File: config.mk
export PLATFORM = sky130hd
export DESIGN_NAME = contador_sequencer
export DESIGN_NICKNAME = d
export VERILOG_FILES = /design/src/rtl/contador_pkg.sv /design/src/rtl/contador_rr_arbiter.sv /design/src/rtl/contador_sequencer.sv
export SDC_FILE = /design/constraint.sdc
export NUM_CORES = 1
export LEC_CHECK = 0
export CELL_PAD_IN_SITES_DETAIL_PLACEMENT = 1
export CELL_PAD_IN_SITES_GLOBAL_PLACEMENT = 1
export CORE_ASPECT_RATIO = 1.1
export CORE_UTILIZATION = 32
export DETAILED_ROUTE_END_ITERATION = 7
export PLACE_DENSITY_LB_ADDON = 0.1
export SLEW_MARGIN = 20
export SYNTH_ARGS = -nofsm -noshare
export SYNTH_HDL_FRONTEND = slang
export SYNTH_HIERARCHICAL = 1
export SYNTH_SLANG_ARGS = --single-unit
export TNS_END_PERCENT = 30
File: constraint.sdc
create_clock -name clk -period 3.5 [get_ports clk]
set_clock_uncertainty 0.05 [all_clocks]
set_input_delay 0.525 -clock clk [delete_from_list [all_inputs] [get_ports clk]]
set_output_delay 0.525 -clock clk [all_outputs]
set_load 0.1 [all_outputs]
File: src/rtl/contador_pkg.sv
// contador_pkg
// Shared types and constants for the counter sequencer slice.
//   DEF_WIDTH   : default counter/target width
//   CLIENT_0/1  : requester ids as carried on grant_id
//   seq_state_t : sequencer FSM state encoding
package contador_pkg;

  localparam int DEF_WIDTH = 8;

  localparam logic CLIENT_0 = 1'b0;
  localparam logic CLIENT_1 = 1'b1;

  typedef enum logic [1:0] {
    IDLE = 2'd0,
    RUN  = 2'd1,
    DONE = 2'd2
  } seq_state_t;

endpackage

File: src/rtl/contador_rr_arbiter.sv
// contador_rr_arbiter
// Two-way round-robin arbiter. The client not granted last has priority;
// after reset client 0 is favoured. A lone requester always wins.
// Ports:
//   clk, rst : clock, synchronous active-high reset (resets the pointer)
//   req      : request vector, bit i = client i
//   advance  : grant accepted this cycle; only then does the pointer move
//   gnt      : one-hot grant
//   gnt_id   : index of the granted client
module contador_rr_arbiter
  import contador_pkg::*;
(
  input  logic       clk,
  input  logic       rst,
  input  logic [1:0] req,
  input  logic       advance,
  output logic [1:0] gnt,
  output logic       gnt_id
);

  // Client that wins when both request.
  logic r_ptr;

  always_comb begin
    gnt    = 2'b00;
    gnt_id = CLIENT_0;
    case (req)
      2'b01: begin
        gnt    = 2'b01;
        gnt_id = CLIENT_0;
      end
      2'b10: begin
        gnt    = 2'b10;
        gnt_id = CLIENT_1;
      end
      2'b11: begin
        if (r_ptr == CLIENT_1) begin
          gnt    = 2'b10;
          gnt_id = CLIENT_1;
        end else begin
          gnt    = 2'b01;
          gnt_id = CLIENT_0;
        end
      end
      default: begin
        gnt    = 2'b00;
        gnt_id = CLIENT_0;
      end
    endcase
  end

  always_ff @(posedge clk) begin
    if (rst) begin
      r_ptr <= CLIENT_0;
    end else if (advance && (req != 2'b00)) begin
      // Hand priority to the client that just lost (or did not ask).
      r_ptr <= ~gnt_id;
    end
  end

endmodule

File: src/rtl/contador_sequencer.sv
// contador_sequencer
// Shares an up/down step counter between two requesters. A granted job
// steps the counter one per cycle toward its target, then pulses done.
// Ports:
//   clk, rst            : clock, synchronous active-high reset
//   req_valid/req_ready : per-client handshake (ready is a combinational grant)
//   req_target_0/1      : per-client target value
//   abort               : end the current job early (honoured in RUN only)
//   cnt_value           : live counter value fed back from the counter
//   acrescer/decrecer   : increment / decrement step to the counter
//   busy                : FSM not idle
//   grant_id            : client of the current or most recent job
//   done, done_abort    : completion pulse and its abort qualifier
module contador_sequencer
  import contador_pkg::*;
#(
  parameter int WIDTH = DEF_WIDTH
) (
  input  logic             clk,
  input  logic             rst,
  input  logic [1:0]       req_valid,
  output logic [1:0]       req_ready,
  input  logic [WIDTH-1:0] req_target_0,
  input  logic [WIDTH-1:0] req_target_1,
  input  logic             abort,
  input  logic [WIDTH-1:0] cnt_value,
  output logic             acrescer,
  output logic             decrecer,
  output logic             busy,
  output logic             grant_id,
  output logic             done,
  output logic             done_abort
);

  seq_state_t       r_state;
  logic [WIDTH-1:0] r_target;
  logic             r_grant_id;
  logic             r_done_abort;

  logic [1:0]       w_gnt;
  logic             w_gnt_id;
  logic             w_idle_grant;
  logic             w_run;
  logic             w_lt;
  logic             w_gt;

  // A grant only happens from IDLE; rst masks it so ready reads 0 in reset.
  assign w_idle_grant = (r_state == IDLE) && (req_valid != 2'b00) && !rst;

  contador_rr_arbiter u_arb (
    .clk     (clk),
    .rst     (rst),
    .req     (req_valid),
    .advance (w_idle_grant),
    .gnt     (w_gnt),
    .gnt_id  (w_gnt_id)
  );

  assign w_run = (r_state == RUN);
  assign w_lt  = (cnt_value < r_target);
  assign w_gt  = (cnt_value > r_target);

  assign req_ready  = w_idle_grant ? w_gnt : 2'b00;
  // Steps follow the live counter value, so external counter changes are tracked.
  assign acrescer   = w_run && !abort && w_lt;
  assign decrecer   = w_run && !abort && w_gt;
  assign busy       = (r_state != IDLE);
  assign done       = (r_state == DONE);
  assign grant_id   = r_grant_id;
  assign done_abort = r_done_abort;

  // Target is pure data: loaded on grant, never reset.
  always_ff @(posedge clk) begin
    if (w_idle_grant) begin
      r_target <= (w_gnt_id == CLIENT_1) ? req_target_1 : req_target_0;
    end
  end

  always_ff @(posedge clk) begin
    if (rst) begin
      r_state      <= IDLE;
      r_grant_id   <= CLIENT_0;
      r_done_abort <= 1'b0;
    end else begin
      case (r_state)
        IDLE: begin
          if (w_idle_grant) begin
            r_grant_id <= w_gnt_id;
            r_state    <= RUN;
          end
        end
        RUN: begin
          // Abort wins over reaching the target in the same cycle.
          if (abort) begin
            r_done_abort <= 1'b1;
            r_state      <= DONE;
          end else if (cnt_value == r_target) begin
            r_done_abort <= 1'b0;
            r_state      <= DONE;
          end
        end
        DONE: begin
          r_done_abort <= 1'b0;
          r_state      <= IDLE;
        end
        default: begin
          r_done_abort <= 1'b0;
          r_state      <= IDLE;
        end
      endcase
    end
  end

endmodule

==> impl_metrics.tcl, run 1 <==
set metrics [dict create \
    status "completed" \
    die_width_um 50.1 \
    post-cts-setup-buffers 0 \
    crit_required_ns 2.92 \
    vias 685 \
    crit_chain "clkdlybuf4s50_1 -> ha_1 -> a21oi_1 -> nor2_1 -> a211oi_1 -> and3_1 -> buf_12" \
    critPathKind "in -> out" \
    postCtsResizedCells 0 \
    yosys_warnings 6 \
    fmax_mhz 370 \
    critPathCaptureType "output port" \
    cp_max_fo 2 \
    wl_met2_um 822 \
    cts_hold_buffers 0 \
    setup_viol 0 \
    grt_pass1_wl_mm 2.69 \
    rsz0062_at_grt "no" \
    cts_buffer_depth 2 \
    area_growth_pct 54.2 \
    highest_layer "met4" \
    clkTransAtPathRegs_ns 0.08 \
    r2r_cells 4 \
    ys_seq_area_share_pct 41.8 \
    p_leak_nw 0.500 \
    ant_nets 0 \
    layout_commonest_cell "clkdlybuf4s50_1" \
    antenna_found_initial 0 \
    worstPathBufferInverterCount 2 \
    grt_max_degree 13 \
    drcViolationCount 0 \
    grt_pass1_vias 654 \
    start_kind "input port" \
    slew_headroom_pct 35.0 \
    ios 37 \
    final_hold_viol_count 0 \
    gp_congestion 0.750 \
    core-area_um2 2320 \
    cts_buffers 3 \
    path_delay_family "buffers and inverters" \
    hold_class "reg -> reg" \
    synth_cell_types 29 \
    wl_per_cell_um 11.9 \
    finalMaxSlewViolations 0 \
    period_share_pct 77.3 \
    final_cell_mix "clkdlybuf4s50_1 (32), inv_1 (9), mux2_2 (8), ha_1 (8), edfxtp_1 (8)" \
    row_count 18 \
    drive_gt1_share_pct 18.8 \
    dr.pass1.iters 2 \
    place.port_buffers 36 \
    synth_cells 72 \
    worst_pin_slew_ns 0.972 \
    syn-num-nets 109 \
    wl_met3_um 98 \
    arrival_ns 2.13 \
    first_iter_violations 3 \
    cap_violations 0 \
    grt_overflow 0 \
    avgSynthCellArea_um2 11.3 \
    initial_core_util_pct 35.1 \
    routed_via_density 4.82 \
    tns_ns 0 \
    ir_drop_mv 0.222 \
    wl_mm 1.68 \
    slowest_stage "clkdlybuf4s50_1" \
    power_mw 0.439 \
    cts_root_buffer "clkbuf_4" \
    clkSinkCount 13 \
    netlist_area_um2 815 \
    reg2reg_slack_ns 1.85 \
    min_path_cells 2 \
    antenna_cells 0 \
    path_depth 7 \
    p_per_area_nw_per_um2 349 \
    dpl.hpwl_mm 1.45 \
    ctsHtreeMaxLevel 1 \
    chipHeight_um 54.9 \
    cts_tree "built" \
    ys_ff_latch 13 \
    grtUsageTotal_pct 13.7 \
    period_needed_ns 2.70 \
    drt-met1-wl_um 732 \
    cpPeakStageDelay_ns 0.40 \
    clk_latency_ns 0.27 \
    dieArea_um2 2750 \
    finalNetCount 150 \
]
stage by stage:
stage	instances	instance area, um2	hold slack [ns]	setup slack, ns	util [%]
2_1_floorplan	72	815	0.438	0.308	-
5_1_grt	142	1260	0.513	0.733	54.2
3_5_place_dp	138	1230	0.438	0.785	53.0
3_3_place_gp	138	1230	0.432	0.867	53.0
6_report	142	1260	0.456	0.796	54.2
4_1_cts	142	1260	0.461	0.788	54.2
registers in the layout, summed over array words and instances (netlist names):
name,flops
done_abort,1
grant_id,1
r_state,2
r_target,8
u_arb/r_ptr,1
cell families (layout without fill, tap and decap cells):
kind of cell | after synthesis | after routing | synth area share (%)
compound gates | 15 | 15 | 14.3
fa+ha+maj | 8 | 8 | 12.3
buf+inv | 10 | 50 | 4.76
flops | 13 | 13 | 41.8
mux | 10 | 10 | 13.5
simple gates | 16 | 16 | 13.4
worst reg2reg max path, stage by stage, from the launching register on:
cell	delay, ns
dfxtp_1	0.36
inv_1	0.06
a21boi_0	0.34
buf_4	0.24
mux2_2	0.35
where the power goes:
group	internal [mW]	leakage [nW]	switching, mW
Sequential	0.177	0.116	0.00603
Clock	0.0442	0.0150	0.0483
Combinational	0.0737	0.369	0.0900
cells in the mapped netlist (all sizes together):
cell type	count	area share, %
edfxtp	8	29
inv	9	4.1
and4bb	1	1.5
mux2i	2	2.5
o32ai	1	1.1
nand3b	1	0.92
mux2	8	11
ha	8	12
nor2b	2	1.5
a21o	1	0.92
o21bai	1	2.3
nand2	1	0.46
and3	1	0.77
nand2b	1	0.77
nor2	3	2.3
a21boi	3	2.8
a21oi	5	3.5
nand4	2	1.5
and2	2	1.5
nor3b	1	0.92
a211oi	1	0.92
o21ai	1	0.61
dfxtp	5	12
or2	1	1.1
buf	1	0.61
a21bo	1	1.2
o211ai	1	0.92
cell type report:
type	count	area, um2
flip-flops and latches	13	340
repair buffers	37	383
multi-input cells	49	435
inverters	9	33.8
fillers	261	1060
well taps	30	37.5
clock buffers	4	26.3
final timing paths:
path,startpoint,end
setup reg to reg,u_arb/r_ptr$_SDFFE_PP0P_,r_target[6]$_DFFE_PN_
hold reg to reg,grant_id$_SDFFE_PP0P_,grant_id$_SDFFE_PP0P_
setup / recovery,cnt_value[5],acrescer
hold / removal,grant_id$_SDFFE_PP0P_,grant_id$_SDFFE_PP0P_
metal layers:
| layer | GRT usage [%] | vias up |
|---|---|---|
| met4 | 7.14 | 0 |
| met1 | 16.5 | 315 |
| met5 | 0 | - |
| met2 | 23.6 | 23 |
| met3 | 2.46 | 4 |
| li1 | - | 343 |
No activity file was read; power rests on OpenSTA's default activity.
==> run 2, diff against run 1 <==
Settings changed: CORE_UTILIZATION 32 to 27.
Clock period 3.5 ns to 2.2 ns, I/O delays scaled along.
==> run 2 against run 1 <==
  * Final cell count up 7.0%
  * Critical path depth is 1 higher
  * Count of clock-buffer cells in the layout stayed put
==> impl_metrics.tcl, run 2 (synthesis gave the netlist of run 1 again) <==
set metrics [dict create \
    row_count 20 \
    critPathKind "in -> out" \
    grt_overflow 0 \
    p_per_area_nw_per_um2 528 \
    arrival_ns 1.82 \
    antenna_found_initial 0 \
    dr.pass1.iters 2 \
    timing.rr.end "r_state[1]$_SDFFE_PP0P_" \
    routed_via_density 4.58 \
    wl_mm 1.91 \
    place.port_buffers 36 \
    period_needed_ns 2.20 \
    grt_max_degree 11 \
    worstSetupStartpoint "cnt_value[7]" \
    dpl.hpwl_mm 1.50 \
    cts_tree "built" \
    regMostFlops "r_target" \
    initial_core_util_pct 28.8 \
    core-area_um2 2830 \
    rr_startpoint "r_target[1]$_DFFE_PN_" \
    worst_pin_slew_ns 0.356 \
    largest_reg_flops 8 \
    finalNetCount 157 \
    reg2reg_slack_ns 0.53 \
    clk_latency_ns 0.27 \
    utilization_pct 49.3 \
    antenna_cells 0 \
    cts_buffer_depth 2 \
    reg_top3 "r_target: 8 flops, r_state: 2 flops" \
    status "completed" \
    clkTransAtPathRegs_ns 0.07 \
    cp_max_fo 3 \
    area_growth_pct 71.3 \
    cts_buffers 3 \
    grt.met1_usage_pct 14.4 \
    slew_headroom_pct 76.2 \
    setup_viol 0 \
    cts_hold_buffers 0 \
    setup_ws_ns 0.00453 \
    final_cell_mix "clkdlybuf4s50_1 (26), buf_4 (12), mux2_2 (8), edfxtp_1 (8), inv_1 (7)" \
    rsz0062_at_grt "yes" \
    met2_usage_pct 21.6 \
    ir_drop_mv 0.380 \
    ctsHtreeMaxLevel 1 \
    busiest_layer "met2" \
    chipHeight_um 59.6 \
    r2r_cells 8 \
    drcViolationCount 0 \
    fmax_mhz 455 \
    power_mw 0.736 \
    dieArea_um2 3240 \
    pre_cts_slack_ns -0.153 \
    finalNonFillerCells 152 \
    cap_violations 0 \
    cts_root_buffer "clkbuf_4" \
    drive_gt1_share_pct 37.0 \
    grtUsageTotal_pct 12.4 \
    vias 696 \
    final_hold_viol_count 0 \
    gp_congestion 0.625 \
    first_iter_violations 1 \
    grt_pass1_vias 674 \
    cp-endpoint "decrecer" \
    layout_commonest_cell "clkdlybuf4s50_1" \
    finalMaxSlewViolations 0 \
    grt_pass1_wl_mm 2.81 \
    critPathCaptureType "output port" \
    ant_nets 0 \
    dp.cells 146 \
    wl_per_cell_um 12.5 \
    crit_required_ns 1.82 \
    hold_class "reg -> reg" \
    start_kind "input port" \
    period_share_pct 99.8 \
    p_leak_nw 0.549 \
    grt_use_met3_pct 2.31 \
    clkSinkCount 13 \
    ios 37 \
    die_width_um 54.4 \
]
## run 2: cell count changes in the layout (fill, tap and decap cells not counted), moves of 3 or more
cell             previous run  this run
buf_4                       3        12
ha_1                        8         5
clkdlybuf4s50_1            32        26
ha_4                        0         3
a21oi_1                     4         1
## run 2: worst min path at each step
stage,start,to,cells past startpoint
CTS,grant_id$_SDFFE_PP0P_,grant_id$_SDFFE_PP0P_,2
global route,done_abort$_SDFFE_PP0P_,done_abort$_SDFFE_PP0P_,2
global placement,grant_id$_SDFFE_PP0P_,grant_id$_SDFFE_PP0P_,2
detailed placement,grant_id$_SDFFE_PP0P_,grant_id$_SDFFE_PP0P_,2
floorplan,rst,u_arb/r_ptr$_SDFFE_PP0P_,1
finish,grant_id$_SDFFE_PP0P_,grant_id$_SDFFE_PP0P_,2
## run 2: final cells by class
| cell class | count | area (um2) |
|---|---|---|
| fill | 313 | 1430 |
| sequential | 13 | 340 |
| tap | 33 | 41.3 |
| clock buffer | 4 | 26.3 |
| inverter | 9 | 33.8 |
| timing repair buffer | 44 | 448 |
| multi-input combinational | 49 | 505 |
## run 2: what timing repair did
| item | 4_1_cts | 5_1_grt |
|---|---|---|
| gates resized for setup | 7 | 6 |
| pin swaps | 7 | 6 |
| endpoints found under the setup margin | 2 | 2 |
| buffers inserted | 1 | 1 |
| endpoints found under the hold margin | 0 | 0 |
## run 2: where the power goes
| part | internal (mW) | leakage, nW | switching [mW] |
|---|---|---|---|
| clock network | 0.0701 | 0.0150 | 0.0715 |
| logic | 0.144 | 0.418 | 0.159 |
| registers | 0.281 | 0.116 | 0.0109 |
## run 2: worst max-delay path, stage by stage
cell	delay (ns)
clkdlybuf4s50_1	0.44
ha_4	0.30
nand2_1	0.06
nor2_2	0.13
a211oi_2	0.06
buf_4	0.15
a21oi_4	0.16
buf_12	0.19
## run 2: metrics by stage
stage,hold slack (ns),area [um2],TNS [ns]
3_5_place_dp,0.453,1290,-0.268
2_1_floorplan,0.342,820,-0.230
4_1_cts,0.472,1360,-0.00816
5_1_grt,0.533,1400,-0.0948
6_report,0.467,1400,0
3_3_place_gp,0.437,1290,-0.117
## run 2: layer usage
| layer | vias to the layer above | wire length, um |
|---|---|---|
| li1 | 357 | - |
| met1 | 320 | 822 |
| met2 | 17 | 981 |
| met3 | 2 | 89 |
| met4 | 0 | 11 |
| met5 | - | 0 |
==> run 3, diff against run 2 <==
Settings changed: RECOVER_POWER set to 25.
==> run 3 against run 2 <==
  * Register-to-register slack lost 0.20 ns
  * Die area unchanged
  * Total power down 1.4%
  * Cell area fell by 2.1%
  * Via count is 0.14% lower
  * Critical path depth unchanged
  * Maximum frequency did not move
  * Count of clock-buffer cells in the layout unchanged
  * Core utilization is 1.0 points lower
  * Flip-flop and latch count unchanged
  * Routed wire length increased by 0.42%
  * Worst hold slack worse by 0.0030 ns
  * Critical path type unchanged
  * Largest cell class unchanged
==> impl_metrics.tcl, run 3 (synthesis gave the netlist of run 1 again) <==
set metrics [dict create \
    crit_required_ns 1.82 \
    cts_tree "built" \
    cts_hold_buffers 0 \
    grt_overflow 0 \
    hold_start "grant_id$_SDFFE_PP0P_" \
    dr.pass1.iters 2 \
    dpl.hpwl_mm 1.50 \
    antenna_found_initial 0 \
    grt_pass1_vias 674 \
    period_share_pct 99.8 \
    gp_congestion 0.625 \
    initial_core_util_pct 28.8 \
    critPathCaptureType "output port" \
    grtUsageTotal_pct 12.4 \
    utilization_pct 48.3 \
    stdcell_area_um2 1370 \
    status "completed" \
    grt_max_degree 11 \
    worst_pin_slew_ns 1.16 \
    fmax_mhz 455 \
    cap_violations 0 \
    area_growth_pct 67.7 \
    dpl_cell_area_um2 1290 \
    r2r_cells 4 \
    setup_ws_ns 0.00453 \
    wl_mm 1.91 \
    timing.rr.end "r_target[0]$_DFFE_PN_" \
    finalMaxSlewViolations 0 \
    routed_via_density 4.57 \
    clkTransAtPathRegs_ns 0.07 \
    chipHeight_um 59.6 \
    clk_latency_ns 0.27 \
    finalNonFillerCells 152 \
    slew_headroom_pct 23.1 \
    row_count 20 \
    drcViolationCount 0 \
    die_width_um 54.4 \
    core-area_um2 2830 \
    place.port_buffers 36 \
    final_cell_mix "clkdlybuf4s50_1 (26), buf_4 (9), mux2_2 (8), edfxtp_1 (8), inv_1 (7)" \
    clkSinkCount 13 \
    cts_buffer_depth 2 \
    ctsHtreeMaxLevel 1 \
    wl_per_cell_um 12.6 \
    critPathKind "in -> out" \
    cts_root_buffer "clkbuf_4" \
    ir_drop_mv 0.373 \
    drive_gt1_share_pct 33.6 \
    vias 695 \
    cts_buffers 3 \
    dp.cells 146 \
    arrival_ns 1.82 \
    antenna_cells 0 \
    grt_pass1_wl_mm 2.81 \
    p_leak_nw 0.536 \
    first_iter_violations 1 \
    pre_cts_slack_ns -0.153 \
    largest_reg_flops 8 \
    period_needed_ns 2.20 \
    regMostFlops "r_target" \
    setup_viol 0 \
    rr_startpoint "r_state[1]$_SDFFE_PP0P_" \
    layout_commonest_cell "clkdlybuf4s50_1" \
    dieArea_um2 3240 \
    finalNetCount 157 \
    tns_ns 0 \
    reg_top3 "r_target: 8 flops, r_state: 2 flops" \
    worstHoldEndpoint "grant_id$_SDFFE_PP0P_" \
    ant_nets 0 \
    min_path_cells 2 \
    rsz0062_at_grt "yes" \
    final_hold_viol_count 0 \
    ios 37 \
    cp_max_fo 3 \
    reg2reg_slack_ns 0.33 \
    hold_class "reg -> reg" \
    start_kind "input port" \
    p_per_area_nw_per_um2 531 \
]
-- run 3: worst max-delay path, cell delays in order --
cell             delay, ns
clkdlybuf4s50_1       0.44
ha_4                  0.30
nand2_1               0.06
nor2_2                0.13
a211oi_2              0.06
buf_4                 0.15
a21oi_4               0.16
buf_12                0.19
-- run 3: timing repair --
action                     in CTS  in global routing
resized for setup               7                  6
buffers inserted                1                  1
hold endpoints to repair        0                  0
setup endpoints to repair       2                  2
pin swaps                       7                  6
-- run 3: how the worst max path moves through the flow --
stage,end,depth (start not counted),from,slack (ns)
floorplan,req_ready[1],4,r_state[1]$_SDFFE_PP0P_,-0.12
global placement,acrescer,7,cnt_value[5],-0.07
detailed placement,acrescer,7,cnt_value[5],-0.15
CTS,decrecer,8,cnt_value[7],-0.006
global route,acrescer,7,r_target[1]$_DFFE_PN_,-0.06
finish,decrecer,8,cnt_value[7],0.005
-- run 3: cell type report --
type | count | area, um2
Timing Repair Buffer | 44 | 438
Fill cell | 316 | 1460
Inverter | 9 | 33.8
Multi-Input combinational cell | 49 | 487
Tap cell | 33 | 41.3
Clock buffer | 4 | 26.3
Sequential cell | 13 | 340
-- run 3: report_power, final --
part / switching, mW / leakage [nW] / total (mW) / internal, mW
logic: 0.156 / 0.405 / 0.292 / 0.136
clock network: 0.0715 / 0.0150 / 0.142 / 0.0701
registers: 0.0109 / 0.116 / 0.292 / 0.281
-- run 3: metrics by stage --
step | hold WS (ns) | total power [mW]
global placement | 0.437 | 0.572
finish | 0.464 | 0.726
CTS | 0.472 | 0.732
global route | 0.532 | 0.767
detailed placement | 0.453 | 0.576
floorplan | 0.342 | 0.460
-- run 3: per-layer routing --
metal  vias up  track usage [%]  wire length (um)
met5         -                0                 0
met4         0             5.49                11
met3         2             2.31                87
met2        17             21.6               973
met1       320             14.4               841
li1        356                -                 -
